**config.mk**
```make
export PLATFORM = sky130hd
export DESIGN_NAME = wave_pattern_gen_flat
export DESIGN_NICKNAME = d
export VERILOG_FILES = /design/src/rtl/wave_pattern_pkg.sv /design/src/rtl/wave_pattern_gen_if.sv /design/src/rtl/wave_pattern_table.sv /design/src/rtl/wave_pattern_gen.sv /design/src/flat_wrapper.sv
export SDC_FILE = /design/constraint.sdc
export NUM_CORES = 1
export LEC_CHECK = 0
export BUFFER_PORTS_ARGS = -buffer_cell sky130_fd_sc_hd__buf_4
export CAP_MARGIN = 20
export CORE_MARGIN = 2
export CORE_UTILIZATION = 55
export DETAILED_ROUTE_END_ITERATION = 10
export GPL_TIMING_DRIVEN = 0
export PLACE_DENSITY_LB_ADDON = 0.05
export SLEW_MARGIN = 15
export SYNTH_ARGS = -nofsm -noshare
export SYNTH_HDL_FRONTEND = slang
export SYNTH_SLANG_ARGS = --single-unit
```
**constraint.sdc**
```tcl
create_clock -name clk -period 2.3 [get_ports clk]
set_input_delay 0 -clock clk [delete_from_list [all_inputs] [get_ports clk]]
set_output_delay 0 -clock clk [all_outputs]
set_load 0.05 [all_outputs]
```
**src/rtl/wave_pattern_pkg.sv**
```systemverilog
// Shared types and helpers for the table-driven waveform generator.
package wave_pattern_pkg;

    // Sequencer state: either waiting for start or playing the table.
    typedef enum logic {
        IDLE = 1'b0,
        RUN  = 1'b1
    } state_t;

    // Number of segments actually played: a request longer than the table
    // plays the whole table once per pass.
    function automatic int unsigned clamp_len(input int unsigned n, input int unsigned depth);
        return (n > depth) ? depth : n;
    endfunction

endpackage

```
**src/rtl/wave_pattern_gen_if.sv**
```systemverilog
// Control/table/status bundle of the waveform generator.
interface wave_pattern_gen_if #(
    parameter int NCH   = 2,
    parameter int DEPTH = 8,
    parameter int DUR_W = 16
);
    localparam int AW = $clog2(DEPTH);

    logic             wr_en;
    logic [AW-1:0]    wr_addr;
    logic [DUR_W-1:0] wr_dur;
    logic [NCH-1:0]   wr_val;
    logic [AW:0]      num_seg;
    logic             loop_en;
    logic             start;
    logic             stop;
    logic [NCH-1:0]   sig_out;
    logic             busy;
    logic             done;
    logic [AW-1:0]    seg_idx;

    modport master (
        output wr_en, wr_addr, wr_dur, wr_val, num_seg, loop_en, start, stop,
        input  sig_out, busy, done, seg_idx
    );

    modport slave (
        input  wr_en, wr_addr, wr_dur, wr_val, num_seg, loop_en, start, stop,
        output sig_out, busy, done, seg_idx
    );
endinterface

```
**src/rtl/wave_pattern_table.sv**
```systemverilog
// Segment table: one synchronous write port, one combinational read port.
// Contents are intentionally not reset; entries are undefined until written.
module wave_pattern_table #(
    parameter int DEPTH = 8,
    parameter int W     = 18
) (
    input  logic                     clk,
    input  logic                     wr_en,
    input  logic [$clog2(DEPTH)-1:0] wr_addr,
    input  logic [W-1:0]             wr_data,
    input  logic [$clog2(DEPTH)-1:0] rd_addr,
    output logic [W-1:0]             rd_data
);
    logic [W-1:0] mem [DEPTH];

    // Table write, allowed in any sequencer state.
    always_ff @(posedge clk) begin
        if (wr_en) begin
            mem[wr_addr] <= wr_data;
        end
    end

    assign rd_data = mem[rd_addr];
endmodule

```
**src/rtl/wave_pattern_gen.sv**
```systemverilog
// Table-driven waveform generator: plays up to DEPTH segments, each holding
// one NCH-bit value for a programmed number of cycles, with optional looping.
module wave_pattern_gen
    import wave_pattern_pkg::*;
#(
    parameter int             NCH      = 2,
    parameter int             DEPTH    = 8,
    parameter int             DUR_W    = 16,
    parameter logic [NCH-1:0] IDLE_VAL = '0
) (
    input logic               clk,
    input logic               rst,
    wave_pattern_gen_if.slave bus
);
    localparam int AW = $clog2(DEPTH);
    localparam int LW = AW + 1;

    typedef struct packed {
        logic [DUR_W-1:0] dur;
        logic [NCH-1:0]   val;
    } seg_t;

    state_t           state_reg, state_next;
    logic [DUR_W-1:0] cnt_reg, cnt_next;
    logic [LW-1:0]    len_reg, len_next;
    logic [AW-1:0]    seg_idx_reg, seg_idx_next;
    logic [NCH-1:0]   sig_reg, sig_next;
    logic             busy_reg, busy_next;
    logic             done_reg, done_next;

    seg_t             wr_seg;
    seg_t             rd_seg;
    logic [AW-1:0]    rd_addr;
    logic             last_seg;
    logic [DUR_W-1:0] rd_dur_eff;

    assign wr_seg = '{dur: bus.wr_dur, val: bus.wr_val};

    wave_pattern_table #(
        .DEPTH (DEPTH),
        .W     (DUR_W + NCH)
    ) u_table (
        .clk     (clk),
        .wr_en   (bus.wr_en),
        .wr_addr (bus.wr_addr),
        .wr_data (wr_seg),
        .rd_addr (rd_addr),
        .rd_data (rd_seg)
    );

    // Look-ahead: the table is always addressed by the entry that would be
    // loaded at the next segment boundary, so loads never leave a gap cycle.
    always_comb begin
        last_seg   = ({1'b0, seg_idx_reg} == (len_reg - LW'(1)));
        rd_addr    = (state_reg == RUN && !last_seg) ? seg_idx_reg + AW'(1) : '0;
        rd_dur_eff = (rd_seg.dur == '0) ? DUR_W'(1) : rd_seg.dur;
    end

    // Sequencer next-state, countdown and output decode.
    always_comb begin
        state_next   = state_reg;
        cnt_next     = cnt_reg;
        len_next     = len_reg;
        seg_idx_next = seg_idx_reg;
        sig_next     = sig_reg;
        busy_next    = busy_reg;
        done_next    = 1'b0;
        unique case (state_reg)
            IDLE: begin
                if (bus.start && !bus.stop && bus.num_seg != '0) begin
                    state_next   = RUN;
                    len_next     = LW'(clamp_len(int'(bus.num_seg), DEPTH));
                    seg_idx_next = '0;
                    sig_next     = rd_seg.val;
                    cnt_next     = rd_dur_eff;
                    busy_next    = 1'b1;
                end
            end
            RUN: begin
                if (bus.stop) begin
                    // Abort wins over a coincident end of pattern: no done.
                    state_next   = IDLE;
                    sig_next     = IDLE_VAL;
                    busy_next    = 1'b0;
                    seg_idx_next = '0;
                    cnt_next     = '0;
                end else if (cnt_reg == DUR_W'(1)) begin
                    if (last_seg && !bus.loop_en) begin
                        state_next   = IDLE;
                        sig_next     = IDLE_VAL;
                        busy_next    = 1'b0;
                        seg_idx_next = '0;
                        cnt_next     = '0;
                        done_next    = 1'b1;
                    end else begin
                        // Next entry, or entry 0 when wrapping a looped pattern.
                        seg_idx_next = rd_addr;
                        sig_next     = rd_seg.val;
                        cnt_next     = rd_dur_eff;
                    end
                end else begin
                    cnt_next = cnt_reg - DUR_W'(1);
                end
            end
            default: state_next = IDLE;
        endcase
    end

    // State and output registers.
    always_ff @(posedge clk) begin
        if (rst) begin
            state_reg   <= IDLE;
            cnt_reg     <= '0;
            len_reg     <= '0;
            seg_idx_reg <= '0;
            sig_reg     <= IDLE_VAL;
            busy_reg    <= 1'b0;
            done_reg    <= 1'b0;
        end else begin
            state_reg   <= state_next;
            cnt_reg     <= cnt_next;
            len_reg     <= len_next;
            seg_idx_reg <= seg_idx_next;
            sig_reg     <= sig_next;
            busy_reg    <= busy_next;
            done_reg    <= done_next;
        end
    end

    assign bus.sig_out = sig_reg;
    assign bus.busy    = busy_reg;
    assign bus.done    = done_reg;
    assign bus.seg_idx = seg_idx_reg;
endmodule

```
**src/flat_wrapper.sv**
```systemverilog
// flat-port wrapper written by rule: the top's interface ports become plain ports
module wave_pattern_gen_flat import wave_pattern_pkg::*;
#(
    parameter int             NCH      = 2,
    parameter int             DEPTH    = 8,
    parameter int             DUR_W    = 16,
    parameter logic [NCH-1:0] IDLE_VAL = '0
)
  (clk, rst, bus_wr_en, bus_wr_addr, bus_wr_dur, bus_wr_val, bus_num_seg, bus_loop_en, bus_start, bus_stop, bus_sig_out, bus_busy, bus_done, bus_seg_idx);
  wave_pattern_gen_if #(.NCH(NCH), .DEPTH(DEPTH), .DUR_W(DUR_W)) bus_i ();
  input logic clk;
  input logic rst;
  input wire logic [$bits(bus_i.wr_en)-1:0] bus_wr_en;
  input wire logic [$bits(bus_i.wr_addr)-1:0] bus_wr_addr;
  input wire logic [$bits(bus_i.wr_dur)-1:0] bus_wr_dur;
  input wire logic [$bits(bus_i.wr_val)-1:0] bus_wr_val;
  input wire logic [$bits(bus_i.num_seg)-1:0] bus_num_seg;
  input wire logic [$bits(bus_i.loop_en)-1:0] bus_loop_en;
  input wire logic [$bits(bus_i.start)-1:0] bus_start;
  input wire logic [$bits(bus_i.stop)-1:0] bus_stop;
  output wire logic [$bits(bus_i.sig_out)-1:0] bus_sig_out;
  output wire logic [$bits(bus_i.busy)-1:0] bus_busy;
  output wire logic [$bits(bus_i.done)-1:0] bus_done;
  output wire logic [$bits(bus_i.seg_idx)-1:0] bus_seg_idx;
  assign bus_i.wr_en = bus_wr_en;
  assign bus_i.wr_addr = bus_wr_addr;
  assign bus_i.wr_dur = bus_wr_dur;
  assign bus_i.wr_val = bus_wr_val;
  assign bus_i.num_seg = bus_num_seg;
  assign bus_i.loop_en = bus_loop_en;
  assign bus_i.start = bus_start;
  assign bus_i.stop = bus_stop;
  assign bus_sig_out = bus_i.sig_out;
  assign bus_busy = bus_i.busy;
  assign bus_done = bus_i.done;
  assign bus_seg_idx = bus_i.seg_idx;
  wave_pattern_gen #(.NCH(NCH), .DEPTH(DEPTH), .DUR_W(DUR_W), .IDLE_VAL(IDLE_VAL)) u_core (.clk(clk), .rst(rst), .bus(bus_i));
endmodule
```
==> impl_metrics.yaml, run 1 <==
status:
  outcome: "finished, violations left"
  violations: "negative setup slack"
die:
  initial_utilization_pct: 56.42
  die-area_um2: 14530
  fp.dieH_um: 120.6
  pin_count: 38
  die_x_um: 120.6
  fp-row-count: 42
  coreArea_um2: 13240
timing:
  rsz0062_at_grt: "true"
  hold_viol_final: 0
  timing.setup.tns_ns: -2.966
  fin_crit_sh_pct: 118.7
  slew_headroom_pct: 50.43
  setup_viol: 21
  fmax_ghz: 0.3664
  worstMarginPinSlew_ns: 0.7343
  drv_slew: 0
  period_minus_slack_ns: 2.729
  fin_ws_ns: -0.4295
  finClkSkew_ns: 0.004156
logic_synthesis:
  yosys-top-cells-area: "edfxtp_1, dfxtp_1, a21oi_1, nor2_1, o21ai_0"
  ys_types: 62
  yosys.area.top_type: "edfxtp_1"
  synth_fp_nets: 633
  synth_top_area_share_pct: 57.88
  synth_seq_cells: 172
  synthArstFlopShare_pct: 0
  yosysSeqAreaShare_pct: 65.38
  avgSynthCellArea_um2: 12.49
  synth-warning-count: 0
  synth-main-ff-cell: "edfxtp_1"
  syn_area_um2: 7471
  syn_inst: 598
  synth_edf_count: 144
cts:
  cts_root_buf: "clkbuf_16"
  clock_sinks: 172
  insertion_delay_ns: 0.42
  cts_tree: "built"
  cts_max_path_buffers: 2
  htreeDepth: 4
  cts-buffers-inserted: 17
  clk_pin_slew_ns: 0.06
layout:
  final_cell_mix: "edfxtp_1, buf_4, a21oi_1"
  largest_register_ff_count: 144
  drive_gt1_share_pct: 28.57
  diodes: 0
  post-route-util_pct: 73.17
  fillers: 898
  seq_area_um2: 4901
  layout_commonest_cell: "edfxtp_1"
  fin_nets: 752
  syn2layout_area_growth_pct: 29.69
  multi_input_area_um2: 2788
global_route:
  grt-ovfl-total: 0
  grt_pass1_vias: 5481
  grt_max_degree: 17
  grt_pass1_wl_um: 30650
  grt_usage_pct: 28.66
  antenna_found_initial: 0
detailed_routing:
  first_iter_violations: 551
  drtPass1Iterations: 6
  wl_um: 20080
  wire_per_inst_um: 22.22
  drcViolationCount: 0
  drtAntennaViolNets: 0
  vias: 5691
  avgViaCountPerCell: 6.295
setup_path:
  start_kind: "register"
  worstPathCellList: "ha_4 -> xnor2_4 -> buf_6 -> o311ai_0 -> o22ai_2 -> o21ai_1 -> a222oi_1 -> and4_1 -> nand4_1 -> a21oi_2"
  critPathMaxStageDelay_ns: 0.37
  slowest_stage: "dfxtp_4"
  worstPathRequired_ns: 2.66
  reg2reg_slack_ns: -0.43
  critPathKind: "register to register"
  endpoint_kind: "register"
  worstReg2RegStart: "u_core.bus.seg_idx[1]"
  cp.arrival_ns: 3.09
  worstRegToRegCells: 10
  path_max_fanout: 10
  r2r-end: "u_core.cnt_reg[0]"
power_and_ir_drop:
  p_int_w: 0.005326
  swShare_pct: 23.93
  clkPwrFrac_pct: 37.2
  power_leakage_nw: 3.318
  p_comb_share_pct: 12.1
  irDropWorstVdd_uv: 648.9
  p_switching_w: 0.001676
  p_seq_share_pct: 50.7
  p_per_area_nw_per_um2: 722.7
flow_run:
  maxCapViolations: 0
placed_design:
  gp_congestion: 0.9442
  io_buffers: 36
  dp_hpwl_um: 13250
min_path:
  holdPathEnd: "u_core.u_table.mem[4][7]"
  hp-class: "input pin to register"
  whs_path_depth: 3
  worstHoldStart: "bus_wr_addr[2]"
[cell families (layout without fill, tap and decap cells)]
logic type	count (synthesis)	count (layout)	synth area share, %
fa+ha+maj	4	4	0.6699
compound gates	190	190	16.98
buf+inv	46	176	2.596
flops	172	172	65.38
xor+xnor	9	9	1.156
mux	6	6	0.8039
simple gates	171	171	12.41
[Yosys cell counts (4+ instances only)]
cell type	instances
and2_1	5
nor3b_1	6
and3b_1	7
o21a_1	7
a21oi_1	56
o22ai_1	21
xnor2_1	6
dfxtp_1	28
a32o_1	5
nand2_1	30
inv_1	10
nor4_1	11
o311ai_0	6
o211ai_1	5
nand3b_1	8
clkbuf_1	23
a21o_1	14
o221ai_1	12
nand2b_1	5
buf_2	8
nor2_1	40
o21ai_0	27
mux2i_1	6
nand3_1	16
ha_1	4
edfxtp_1	144
or3_1	7
or2_2	5
nor3_1	15
o21ai_1	5
nand4_1	4
nor2b_1	4
[metrics by stage]
step | instances | total power, W | hold slack [ns] | area [um^2] | setup slack, ns
floorplan | 598 | 0.004015 | 0.07759 | 7561 | -0.06772
global placement | 810 | 0.004227 | 0.2191 | 8051 | -0.8273
detailed placement | 820 | 0.004259 | 0.2208 | 8213 | -0.9197
CTS | 897 | 0.006917 | 0.1930 | 9413 | -0.3845
global route | 904 | 0.007236 | 0.2160 | 9689 | -0.5499
finish | 904 | 0.007002 | 0.1982 | 9689 | -0.4295
[layer usage]
metal | vias to the layer above | share of wire (%) | GRT usage (%)
li1 | 2576 | - | -
met3 | 37 | 8.3 | 5.377
met2 | 278 | 48 | 44.10
met5 | - | 0 | 0
met4 | 0 | 2.8 | 11.70
met1 | 2800 | 41 | 40.51
[critical path: cells and delay by family (launching register included)]
family,cells,cell delay [ns]
AND/OR/NAND/NOR,2,0.43
XOR/XNOR,1,0.32
buffers and inverters,1,0.23
AO/OA/AOI/OAI,5,1.12
adder cells (fa/ha/maj),1,0.19
flip-flops,1,0.37
[area by class of cell]
cell class / instances / area share [%]
repair buffers: 102 / 9.917
multi-input cells: 380 / 28.77
well taps: 176 / 2.273
flip-flops and latches: 172 / 50.58
clock inverters: 11 / 1.033
clock buffers: 19 / 4.468
plain buffers: 34 / 2.570
inverters: 10 / 0.3874
[worst max path at each step]
| stage | cells after the start | slack, ns | start | endpoint |
|---|---|---|---|---|
| 2_1_floorplan | 11 | -0.07 | u_core.bus.seg_idx[1] | u_core.cnt_reg[0] |
| 3_3_place_gp | 10 | -0.83 | u_core.bus.seg_idx[1] | u_core.cnt_reg[0] |
| 3_5_place_dp | 9 | -0.92 | u_core.state_reg | u_core.cnt_reg[0] |
| 4_1_cts | 10 | -0.38 | u_core.len_reg[0] | u_core.cnt_reg[0] |
| 5_1_grt | 10 | -0.55 | u_core.bus.seg_idx[0] | u_core.cnt_reg[0] |
| 6_report | 10 | -0.43 | u_core.bus.seg_idx[1] | u_core.cnt_reg[0] |
[power groups by stage]
| stage | clock (W) | sequential, W | combinational, W |
|---|---|---|---|
| 5_1_grt | 0.00276 | 0.00356 | 0.000917 |
| 3_5_place_dp | 0 | 0.00361 | 0.000649 |
| 6_report | 0.00261 | 0.00355 | 0.000847 |
| 4_1_cts | 0.00262 | 0.00355 | 0.000755 |
| 3_3_place_gp | 0 | 0.00361 | 0.000618 |
| 2_1_floorplan | 0 | 0.00361 | 0.000403 |
[timing repair]
action | 4_1_cts | 5_1_grt
endpoints found under the setup margin | 23 | 24
pin swaps | 18 | 28
cloned | 1 | 1
hold endpoints to repair | 160 | 0
hold buffers | 28 | 0
buffers inserted | 19 | 8
gates resized for setup | 66 | 55
No activity file was read; power rests on OpenSTA's default activity.
==> run 2, diff against run 1 <==
Settings changed: REMOVE_ABC_BUFFERS set to 1.
==> impl_metrics.yaml, run 2 (synthesized netlist as in run 1, its figures left out) <==
power_and_ir_drop:
  swShare_pct: 24.08
  power_leakage_nw: 3.348
  p_switching_w: 0.001728
  p_comb_share_pct: 11.7
  p_per_area_nw_per_um2: 731.5
  p_seq_share_pct: 49.7
  p_int_w: 0.005448
  power_w: 0.007176
  irDropWorstVdd_uv: 538.6
  clkPwrFrac_pct: 38.7
setup_path:
  slowest_stage: "or4_4"
  cp.arrival_ns: 3.11
  start_kind: "register"
  worstPathRequired_ns: 2.67
  worstReg2RegStart: "u_core.len_reg[1]"
  worstSetupStartpoint: "u_core.len_reg[1]"
  critPathMaxStageDelay_ns: 0.54
  path_max_fanout: 3
  endpoint_kind: "register"
  worstPathCellList: "inv_2 -> ha_4 -> xor2_4 -> nor4bb_4 -> buf_4 -> o31a_4 -> or4_4 -> a32oi_2 -> and4_1 -> nand4_1 -> a21oi_1"
  critPathKind: "register to register"
die:
  coreArea_um2: 13240
  fp.dieH_um: 120.6
  pin_count: 38
  die-area_um2: 14530
  fp-row-count: 42
  die_x_um: 120.6
  initial_utilization_pct: 56.42
cts:
  cts_max_path_buffers: 2
  cts-buffers-inserted: 17
  clock_sinks: 172
  clk_pin_slew_ns: 0.07
  insertion_delay_ns: 0.43
  cts_root_buf: "clkbuf_16"
  htreeDepth: 4
  cts_tree: "built"
detailed_routing:
  wl_um: 20620
  vias: 5690
  drtPass1Iterations: 5
  drcViolationCount: 0
  wire_per_inst_um: 22.97
  avgViaCountPerCell: 6.336
  drtAntennaViolNets: 0
  first_iter_violations: 527
timing:
  hold_slack_ns: 0.1762
  slew_headroom_pct: 43.25
  fmax_ghz: 0.3647
  worstMarginPinSlew_ns: 0.8504
  setup_viol: 23
  hold_viol_final: 0
  drv_slew: 0
  fin_ws_ns: -0.4417
  finClkSkew_ns: 0.005026
  period_minus_slack_ns: 2.742
  fin_crit_sh_pct: 119.2
  rsz0062_at_grt: "true"
status:
  violations: "negative setup slack"
  outcome: "finished, violations left"
flow_run:
  maxCapViolations: 0
global_route:
  grt_pass1_wl_um: 31370
  grt_usage_pct: 29.64
  grt_pass1_vias: 5536
  grt_max_degree: 26
  grt-ovfl-total: 0
  antenna_found_initial: 0
layout:
  final_cell_mix: "edfxtp_1, buf_4, a21oi_1"
  post-route-util_pct: 74.08
  drive_gt1_share_pct: 28.81
  diodes: 0
  syn2layout_area_growth_pct: 31.32
  largest_register_ff_count: 144
  fin_nets: 744
  layout_commonest_cell: "edfxtp_1"
  fin_cells: 898
min_path:
  worstHoldStart: "bus_wr_addr[2]"
  hp-class: "input pin to register"
placed_design:
  dp_hpwl_um: 12070
  io_buffers: 37
  gp_congestion: 0.9358
  dpl.cell_count: 788
  post-place-ws_ns: -1.917
-- run 2: power by group through the flow --
stage | sequential [W] | clock, W | combinational [W]
global placement | 0.00363 | 0 | 0.000570
floorplan | 0.00363 | 0 | 0.000360
global route | 0.00357 | 0.00294 | 0.000896
CTS | 0.00356 | 0.00280 | 0.000790
finish | 0.00356 | 0.00278 | 0.000836
detailed placement | 0.00363 | 0 | 0.000615
-- run 2: worst paths after layout --
check                        endpoint  slack, ns  cells past startpoint
min          u_core.u_table.mem[4][8]       0.18                      3
max reg2reg         u_core.cnt_reg[0]      -0.44                     11
min reg2reg     u_core.bus.sig_out[0]       0.48                      2
max                 u_core.cnt_reg[0]      -0.44                     11
-- run 2: critical path, delay by kind of cell (launching register included) --
kind            cells  cell delay (ns)
buf+inv             2             0.20
fa+ha+maj           1             0.17
flops               1             0.35
compound gates      3             0.69
simple gates        4             1.04
xor+xnor            1             0.23
-- run 2: layer usage --
layer / vias up / share of wire (%) / track usage (%)
met5: - / 0 / 0
met4: 0 / 2.4 / 10.97
met3: 33 / 6.8 / 5.142
met2: 248 / 48 / 46.79
met1: 2838 / 43 / 41.53
li1: 2571 / - / -
-- run 2: stage by stage --
| step | area [um^2] | setup TNS (ns) |
|---|---|---|
| 2_1_floorplan | 7315 | -26.08 |
| 3_3_place_gp | 7812 | -82.77 |
| 3_5_place_dp | 8025 | -28.60 |
| 4_1_cts | 9659 | -2.729 |
| 5_1_grt | 9811 | -7.263 |
| 6_report | 9811 | -5.442 |
-- run 2: what timing repair did --
action | 4_1_cts | 5_1_grt
pin swaps | 30 | 24
buffers inserted | 38 | 7
endpoints found under the setup margin | 24 | 24
hold buffers | 32 | 0
resized for setup | 72 | 24
hold endpoints to repair | 176 | 0
gates cloned | 4 | 0
-- run 2: layout make-up --
class                           instances  area [um^2]
Timing Repair Buffer                  128         1249
Fill cell                             880         3432
Tap cell                              176        220.2
Inverter                               10        41.29
Clock inverter                         15        147.6
Multi-Input combinational cell        380         2825
Sequential cell                       172         4902
Clock buffer                           17        425.4
==> run 3, diff against run 2 <==
Settings changed: MAX_ROUTING_LAYER set to met4.
==> impl_metrics.yaml, run 3 (synthesized netlist as in run 1, its figures left out) <==
timing:
  period_minus_slack_ns: 2.703
  rsz0062_at_grt: "true"
  drv_slew: 0
  hold_slack_ns: 0.1770
  fin_crit_sh_pct: 117.5
  worstMarginPinSlew_ns: 0.6113
  fmax_ghz: 0.3700
  finClkSkew_ns: 0.006139
  setup_viol: 23
  slew_headroom_pct: 58.73
  hold_viol_final: 0
  fin_ws_ns: -0.4029
layout:
  seq_area_um2: 4902
  fin_nets: 737
  layout_commonest_cell: "edfxtp_1"
  final_cell_mix: "edfxtp_1, buf_4, a21oi_1"
  drive_gt1_share_pct: 28.25
  fillers: 888
  largest_register_ff_count: 144
  multi_input_area_um2: 2834
  syn2layout_area_growth_pct: 30.92
  diodes: 0
  fin_cells: 891
setup_path:
  path_max_fanout: 22
  slowest_stage: "dfxtp_4"
  start_kind: "register"
  critPathKind: "register to register"
  critPathMaxStageDelay_ns: 0.37
  cp.arrival_ns: 3.06
  worstPathCellList: "ha_4 -> buf_12 -> nand2_8 -> o22a_1 -> a221oi_1 -> o21ai_2 -> a222oi_1 -> and4_1 -> nand4_1 -> a21oi_1"
  cp_top_family: "compound AO/OA/AOI/OAI gates"
  crit_cells: 10
  worstPathRequired_ns: 2.66
  critPathBufInv: 1
  worstRegToRegCells: 10
  endpoint_kind: "register"
  reg2reg_slack_ns: -0.40
detailed_routing:
  drtPass1Iterations: 5
  wire_per_inst_um: 22.76
  drtAntennaViolNets: 0
  avgViaCountPerCell: 6.337
  wl_um: 20280
  vias: 5646
  drcViolationCount: 0
  first_iter_violations: 577
cts:
  clk_pin_slew_ns: 0.06
  cts_root_buf: "clkbuf_16"
  htreeDepth: 4
  insertion_delay_ns: 0.43
  cts-buffers-inserted: 17
  cts_tree: "built"
  cts_max_path_buffers: 2
  clock_sinks: 172
placed_design:
  io_buffers: 37
  dp_hpwl_um: 12320
  dpl.cell_count: 790
  gp_congestion: 0.9104
flow_run:
  maxCapViolations: 0
die:
  fp.dieH_um: 120.6
  die_x_um: 120.6
  fp-row-count: 42
  coreArea_um2: 13240
  pin_count: 38
  die-area_um2: 14530
  initial_utilization_pct: 56.42
min_path:
  whs_path_depth: 3
  hp-class: "input pin to register"
power_and_ir_drop:
  p_per_area_nw_per_um2: 749.2
  irDropWorstVdd_uv: 573.5
  power_leakage_nw: 3.327
status:
  outcome: "finished, violations left"
  violations: "negative setup slack"
global_route:
  grt-ovfl-total: 0
  grt_usage_pct: 29.25
  grt_pass1_vias: 5426
  grt_max_degree: 45
  grt_pass1_wl_um: 30420
  antenna_found_initial: 0
[run 3: layout make-up]
class	count	share of cell area, %
sequential	172	50.12
clock buffer	17	4.349
tap	176	2.252
timing repair buffer	121	11.92
multi-input combinational	380	28.98
clock inverter	15	1.919
inverter	10	0.4605
[run 3: per-layer routing]
metal  vias to the layer above  routed length (um)  track usage [%]
met5                         -                   0                -
met4                         0                 392            9.157
met3                        28                1243            5.189
met2                       218               10010            45.44
met1                      2842                8635            39.85
li1                       2558                   -                -
[run 3: power by group]
group          switching, W  internal, W  leakage [nW]  total [W]
logic              0.000471     0.000346          1.48   0.000817
registers         0.0000744      0.00349          1.54    0.00356
clock network       0.00122      0.00173         0.303    0.00295
total               0.00176      0.00557          3.33    0.00733
[run 3: timing repair]
item / CTS / global route
pin swaps: 33 / 19
hold buffers: 32 / 0
setup buffers: 27 / 12
endpoints found under the hold margin: 176 / 0
endpoints found under the setup margin: 24 / 24
resized for setup: 66 / 34
gates cloned: 0 / 2
[run 3: tightest hold or removal path, delay by kind of cell]
family | cells | cell delay [ns]
AND/OR/NAND/NOR | 2 | 0.31
buffers and inverters | 1 | 0.11
[run 3: final timing paths]
check	to	from
worst min register to register	u_core.bus.busy	u_core.bus.busy
worst max register to register	u_core.cnt_reg[0]	u_core.bus.seg_idx[1]
worst max-delay path	u_core.cnt_reg[0]	u_core.bus.seg_idx[1]
worst min-delay path	u_core.u_table.mem[4][15]	bus_wr_addr[2]
[run 3: through the flow]
step                      area, um^2  power [W]  setup TNS (ns)  setup slack [ns]  utilization (%)
after detailed placement        8063   0.004245          -22.28            -1.392            60.88
after CTS                       9510   0.007270          -4.648           -0.4032            71.82
after global routing            9781   0.007545          -7.122           -0.4756            73.86
after global placement          7812   0.004203          -83.85            -3.470            58.99
after floorplan                 7315   0.003985          -26.08            -1.831                -
final                           9781   0.007328          -4.782           -0.4029            73.86
